### src/rtl/regfile_sb.sv
// Two-read/one-write register file with same-cycle write bypass, async clear and a
// per-register busy scoreboard used by decode to detect RAW/WAW hazards.
module regfile_sb #(
  parameter int unsigned DATA_W   = 32,
  parameter int unsigned ADDR_W   = 5,
  parameter bit          ZERO_REG = 1'b1,
  parameter bit          BYPASS   = 1'b1
) (
  input  logic              clk,
  input  logic              reset,
  input  logic              we3,
  input  logic [ADDR_W-1:0] wa3,
  input  logic [DATA_W-1:0] wd3,
  input  logic [ADDR_W-1:0] ra1,
  input  logic [ADDR_W-1:0] ra2,
  output logic [DATA_W-1:0] rd1,
  output logic [DATA_W-1:0] rd2,
  input  logic              rsv_en,
  input  logic [ADDR_W-1:0] rsv_addr,
  output logic              busy1,
  output logic              busy2,
  output logic              rsv_conflict,
  output logic [ADDR_W:0]   busy_cnt
);

  localparam int unsigned Depth = 2 ** ADDR_W;

  logic [DATA_W-1:0] rf_q [Depth];
  logic [Depth-1:0]  busy_q, busy_d;

  logic eff_we, eff_rsv;
  logic hit1, hit2;
  logic zero1, zero2;

  always_comb begin
    eff_we  = we3 && !(ZERO_REG && (wa3 == '0));
    eff_rsv = rsv_en && !(ZERO_REG && (rsv_addr == '0));
    hit1    = eff_we && (wa3 == ra1);
    hit2    = eff_we && (wa3 == ra2);
    zero1   = ZERO_REG && (ra1 == '0);
    zero2   = ZERO_REG && (ra2 == '0);
  end

  // Write clears first, then a reservation sets: the younger reservation wins.
  always_comb begin
    busy_d = busy_q;
    if (eff_we) begin
      busy_d[wa3] = 1'b0;
    end
    if (eff_rsv) begin
      busy_d[rsv_addr] = 1'b1;
    end
  end

  always_ff @(posedge clk or posedge reset) begin
    if (reset) begin
      for (int unsigned i = 0; i < Depth; i++) begin
        rf_q[i] <= '0;
      end
      busy_q <= '0;
    end else begin
      if (eff_we) begin
        rf_q[wa3] <= wd3;
      end
      busy_q <= busy_d;
    end
  end

  always_comb begin
    if (zero1) begin
      rd1 = '0;
    end else if (BYPASS && hit1) begin
      rd1 = wd3;
    end else begin
      rd1 = rf_q[ra1];
    end
  end

  always_comb begin
    if (zero2) begin
      rd2 = '0;
    end else if (BYPASS && hit2) begin
      rd2 = wd3;
    end else begin
      rd2 = rf_q[ra2];
    end
  end

  // A pending write landing this cycle satisfies the reader only when it is forwarded.
  always_comb begin
    busy1        = busy_q[ra1] && !(BYPASS && hit1) && !zero1;
    busy2        = busy_q[ra2] && !(BYPASS && hit2) && !zero2;
    rsv_conflict = rsv_en && busy_q[rsv_addr];
  end

  always_comb begin
    busy_cnt = '0;
    for (int unsigned i = 0; i < Depth; i++) begin
      busy_cnt = busy_cnt + {{ADDR_W{1'b0}}, busy_q[i]};
    end
  end

endmodule

### config.mk
export PLATFORM = sky130hd
export DESIGN_NAME = regfile_sb
export DESIGN_NICKNAME = d
export VERILOG_FILES = /design/src/rtl/regfile_sb.sv
export SDC_FILE = /design/constraint.sdc
export NUM_CORES = 2
export LEC_CHECK = 0
export ABC_CLOCK_PERIOD_IN_PS = 42200
export BUFFER_PORTS_ARGS = -buffer_cell sky130_fd_sc_hd__buf_2
export CAP_MARGIN = 40
export CORE_UTILIZATION = 60
export CTS_BUF_LIST = sky130_fd_sc_hd__clkbuf_2 sky130_fd_sc_hd__clkbuf_4 sky130_fd_sc_hd__clkbuf_8
export CTS_CLUSTER_SIZE = 12
export DETAILED_ROUTE_END_ITERATION = 7
export PLACE_DENSITY = 0.77
export SLEW_MARGIN = 20
export SYNTH_ARGS = -nofsm -noshare
export SYNTH_HDL_FRONTEND = slang
export SYNTH_SLANG_ARGS = --single-unit
### constraint.sdc
create_clock -name clk -period 42.2 [get_ports clk]
set_clock_uncertainty 0.05 [all_clocks]
set_input_delay 8.44 -clock clk [delete_from_list [all_inputs] [get_ports clk]]
set_output_delay 8.44 -clock clk [all_outputs]
set_load 0.005 [all_outputs]
==> flow_metrics.tcl <==
set metrics [dict create \
    setup_tns_ns 0 \
    cts_tree "yes" \
    synthesis.area_um2 57900 \
    critPathLaunchType "input port" \
    endpoint_kind "primary output" \
    setup_viol 0 \
    dp.cells 5182 \
    slew_headroom_pct 35.5 \
    p_per_area_nw_per_um2 52.2 \
    vias 40200 \
    path_cells "buf_8 > buf_4 > buf_12 > buf_4 > buf_16 > buf_4 > mux4_2 > mux2i_1 > o21ai_0 > a22o_1 > buf_2" \
    grt_max_degree 123 \
    detail_route.iter0.violations 5029 \
    wl_per_cell_um 33.7 \
    worst_path_most_repeated_cell "buf_4" \
    startpoint "ra1[1]" \
    dpl.hpwl_um 110000 \
    antenna_found_initial 20 \
    placed_area_um2 59400 \
    max_freq_mhz 47.5 \
    fin_crit_ns 21.07 \
    status "completed" \
    viasPerCell 7.27 \
    netlist_instances 4140 \
    drc 0 \
    worst_pin_slew_ns 0.967 \
    io_pins 129 \
    fin_cells 5520 \
    area_delta_synth_final_pct 9.62 \
    drive_gt1_share_pct 47.1 \
    cts_buffer_depth 3 \
    min_from "rf_q[1001]$_DFFE_PP0P_" \
    synth_nets 4227 \
    grt_overflow 0 \
    maxCapViolCount 0 \
    ys_async_sr_fraction_pct 100 \
    numCtsBuffers 173 \
    gp_congestion 0.943 \
    worst-path-max-fanout 82 \
    layout.nets 4189 \
    crit_type "in2out" \
    start_util_pct 60.8 \
    slowest_delay_ns 0.63 \
    ir_drop_mv 0.128 \
    ys_seq_area_share_pct 45.6 \
    io_buffers 128 \
    rsz0062_at_grt "no" \
    dieHeight_um 313 \
    hp-class "reg2reg" \
    cp.arrival_ns 12.58 \
    synth_edf_count 0 \
    hold_buffers 0 \
    dp_slack_ns 20.74 \
    crit-reg2reg-launch "busy_q[12]$_DFF_PP0_" \
    final_area_um2 63500 \
    synth.avg_cell_area_um2 14.0 \
    ys_seq_elements 1056 \
    wl_um 186000 \
    grt_pass1_vias 40800 \
    htreeDepth 4 \
    cts_setup_buffers 0 \
    clock_latency_ns 0.85 \
    setup_slack_ns 21.13 \
    final_util_pct 66.6 \
    cp_slowest_cell "buf_4" \
    yosys_warnings 0 \
    ys_types 59 \
    die_w_um 313 \
    critPathRequiredTime_ns 33.71 \
    clkTransAtPathRegs_ns 0.06 \
    drt-pass1-iter-count 6 \
    cts-resized-gates 0 \
    core_um2 95300 \
    hold_violations 0 \
    slew_violations 0 \
    std_cell_rows 113 \
    fin_crit_sh_pct 49.9 \
    leakagePower_nw 28.2 \
    grt_pass1_wl_um 273000 \
    root_buffer "clkbuf_8" \
    cts_sinks 1056 \
    ant_nets 0 \
    dieArea_um2 97800 \
    grt.total_usage_pct 38.3 \
    synth_top_flop_cell "dfrtp_1" \
]
## Yosys cell counts (all sizes together) (5+ instances only)
| cell | instances | area, um2 |
|---|---|---|
| o22ai | 60 | 375 |
| fa | 24 | 480 |
| buf | 242 | 1350 |
| a221oi | 8 | 76.3 |
| nand2b | 5 | 31.3 |
| nand3 | 14 | 70.1 |
| a32o | 5 | 50.1 |
| nand2 | 198 | 743 |
| dfrtp | 1056 | 26400 |
| mux2 | 995 | 11200 |
| and2 | 5 | 31.3 |
| nand4 | 21 | 131 |
| o211ai | 21 | 158 |
| o2111ai | 25 | 219 |
| a21oi | 46 | 230 |
| a311oi | 32 | 280 |
| a41oi | 10 | 87.6 |
| nor3 | 31 | 155 |
| a22oi | 112 | 841 |
| ha | 7 | 87.6 |
| a22o | 73 | 639 |
| nor2 | 36 | 155 |
| inv | 43 | 161 |
| mux4 | 395 | 8900 |
| or2 | 5 | 31.3 |
| xnor2 | 12 | 105 |
| o21ai | 35 | 179 |
| nand3b | 9 | 67.6 |
| clkbuf | 221 | 830 |
| nor3b | 6 | 45.0 |
| nor2b | 12 | 75.1 |
| mux2i | 355 | 3550 |
## per-layer routing
| metal | vias to the layer above | track usage [%] | wire, um |
|---|---|---|---|
| met1 | 21000 | 50.8 | 68900 |
| met3 | 650 | 12.4 | 23500 |
| li1 | 15800 | - | - |
| met5 | - | 0 | 34 |
| met2 | 2753 | 56.8 | 83300 |
| met4 | 6 | 19.6 | 10300 |
## sequential cells by signal, indices dropped and copies added (netlist names)
signal  flops
rf_q     1024
busy_q     32
## cell type report
cell class,instances,area (um2)
antenna,15,37.5
fill,6760,31800
multi-input combinational,2577,29400
clock inverter,27,234
tap,1265,1580
timing repair buffer,250,2090
inverter,44,175
sequential,1056,26400
clock buffer,286,3570
## per-stage QoR
stage | hold WS, ns | power (mW)
floorplan | 0.391 | 2.05
global placement | 0.327 | 2.28
detailed placement | 0.333 | 2.33
CTS | 0.346 | 3.30
global route | 0.360 | 3.47
finish | 0.346 | 3.31
## worst max-delay path: cells and delay by family
| family | cells | cell delay, ns |
|---|---|---|
| compound gates | 2 | 0.50 |
| mux | 2 | 0.72 |
| buf+inv | 7 | 2.83 |
## cells in the final DEF, fill, tap and decap left out, types with 21 or more instances in the layout
cell type  synthesis  final
nand2_1          198    181
o22ai_1           60     60
a311oi_1          32     32
dfrtp_1         1056   1056
fa_1              24     24
o2111ai_1         25     25
a21oi_1           46     46
inv_1             43     42
mux2i_1          355    355
a22oi_1          112    112
clkbuf_4           0     59
buf_4             43     96
a22o_1            73     73
mux4_2           395    395
nor3_1            31     30
buf_2            167    123
mux2_2           983    983
o21ai_0           28     28
nand4_1           21     21
o211ai_1          21     21
clkbuf_8           0    227
## report_power, final
part	total [mW]	internal [mW]	switching, mW
Combinational	0.975	0.535	0.440
Sequential	1.36	1.21	0.154
Clock	0.978	0.546	0.432
## logic make-up (layout without fill, tap and decap cells)
group | count (synthesis) | in the layout | share of synthesized area [%]
compound gates | 439 | 439 | 5.59
xor+xnor | 13 | 13 | 0.197
fa+ha+maj | 31 | 31 | 0.980
buf+inv | 507 | 607 | 4.05
flops | 1056 | 1056 | 45.6
mux | 1745 | 1745 | 40.8
other cells | 0 | 15 | 0
simple gates | 349 | 349 | 2.74
## worst paths after layout
| kind | to | slack, ns | cells past startpoint |
|---|---|---|---|
| hold reg to reg | rf_q[1001]$_DFFE_PP0P_ | 0.35 | 0 |
| setup / recovery | rd1[17] | 21.13 | 11 |
| setup reg to reg | busy_q[12]$_DFF_PP0_ | 41.30 | 2 |
| hold / removal | rf_q[1001]$_DFFE_PP0P_ | 0.35 | 0 |
| min in group asynchronous | rf_q[29]$_DFFE_PP0P_ | 7.47 | 2 |
| max in group asynchronous | rf_q[168]$_DFFE_PP0P_ | 31.82 | 9 |
Power figures use the tool's default switching activity.
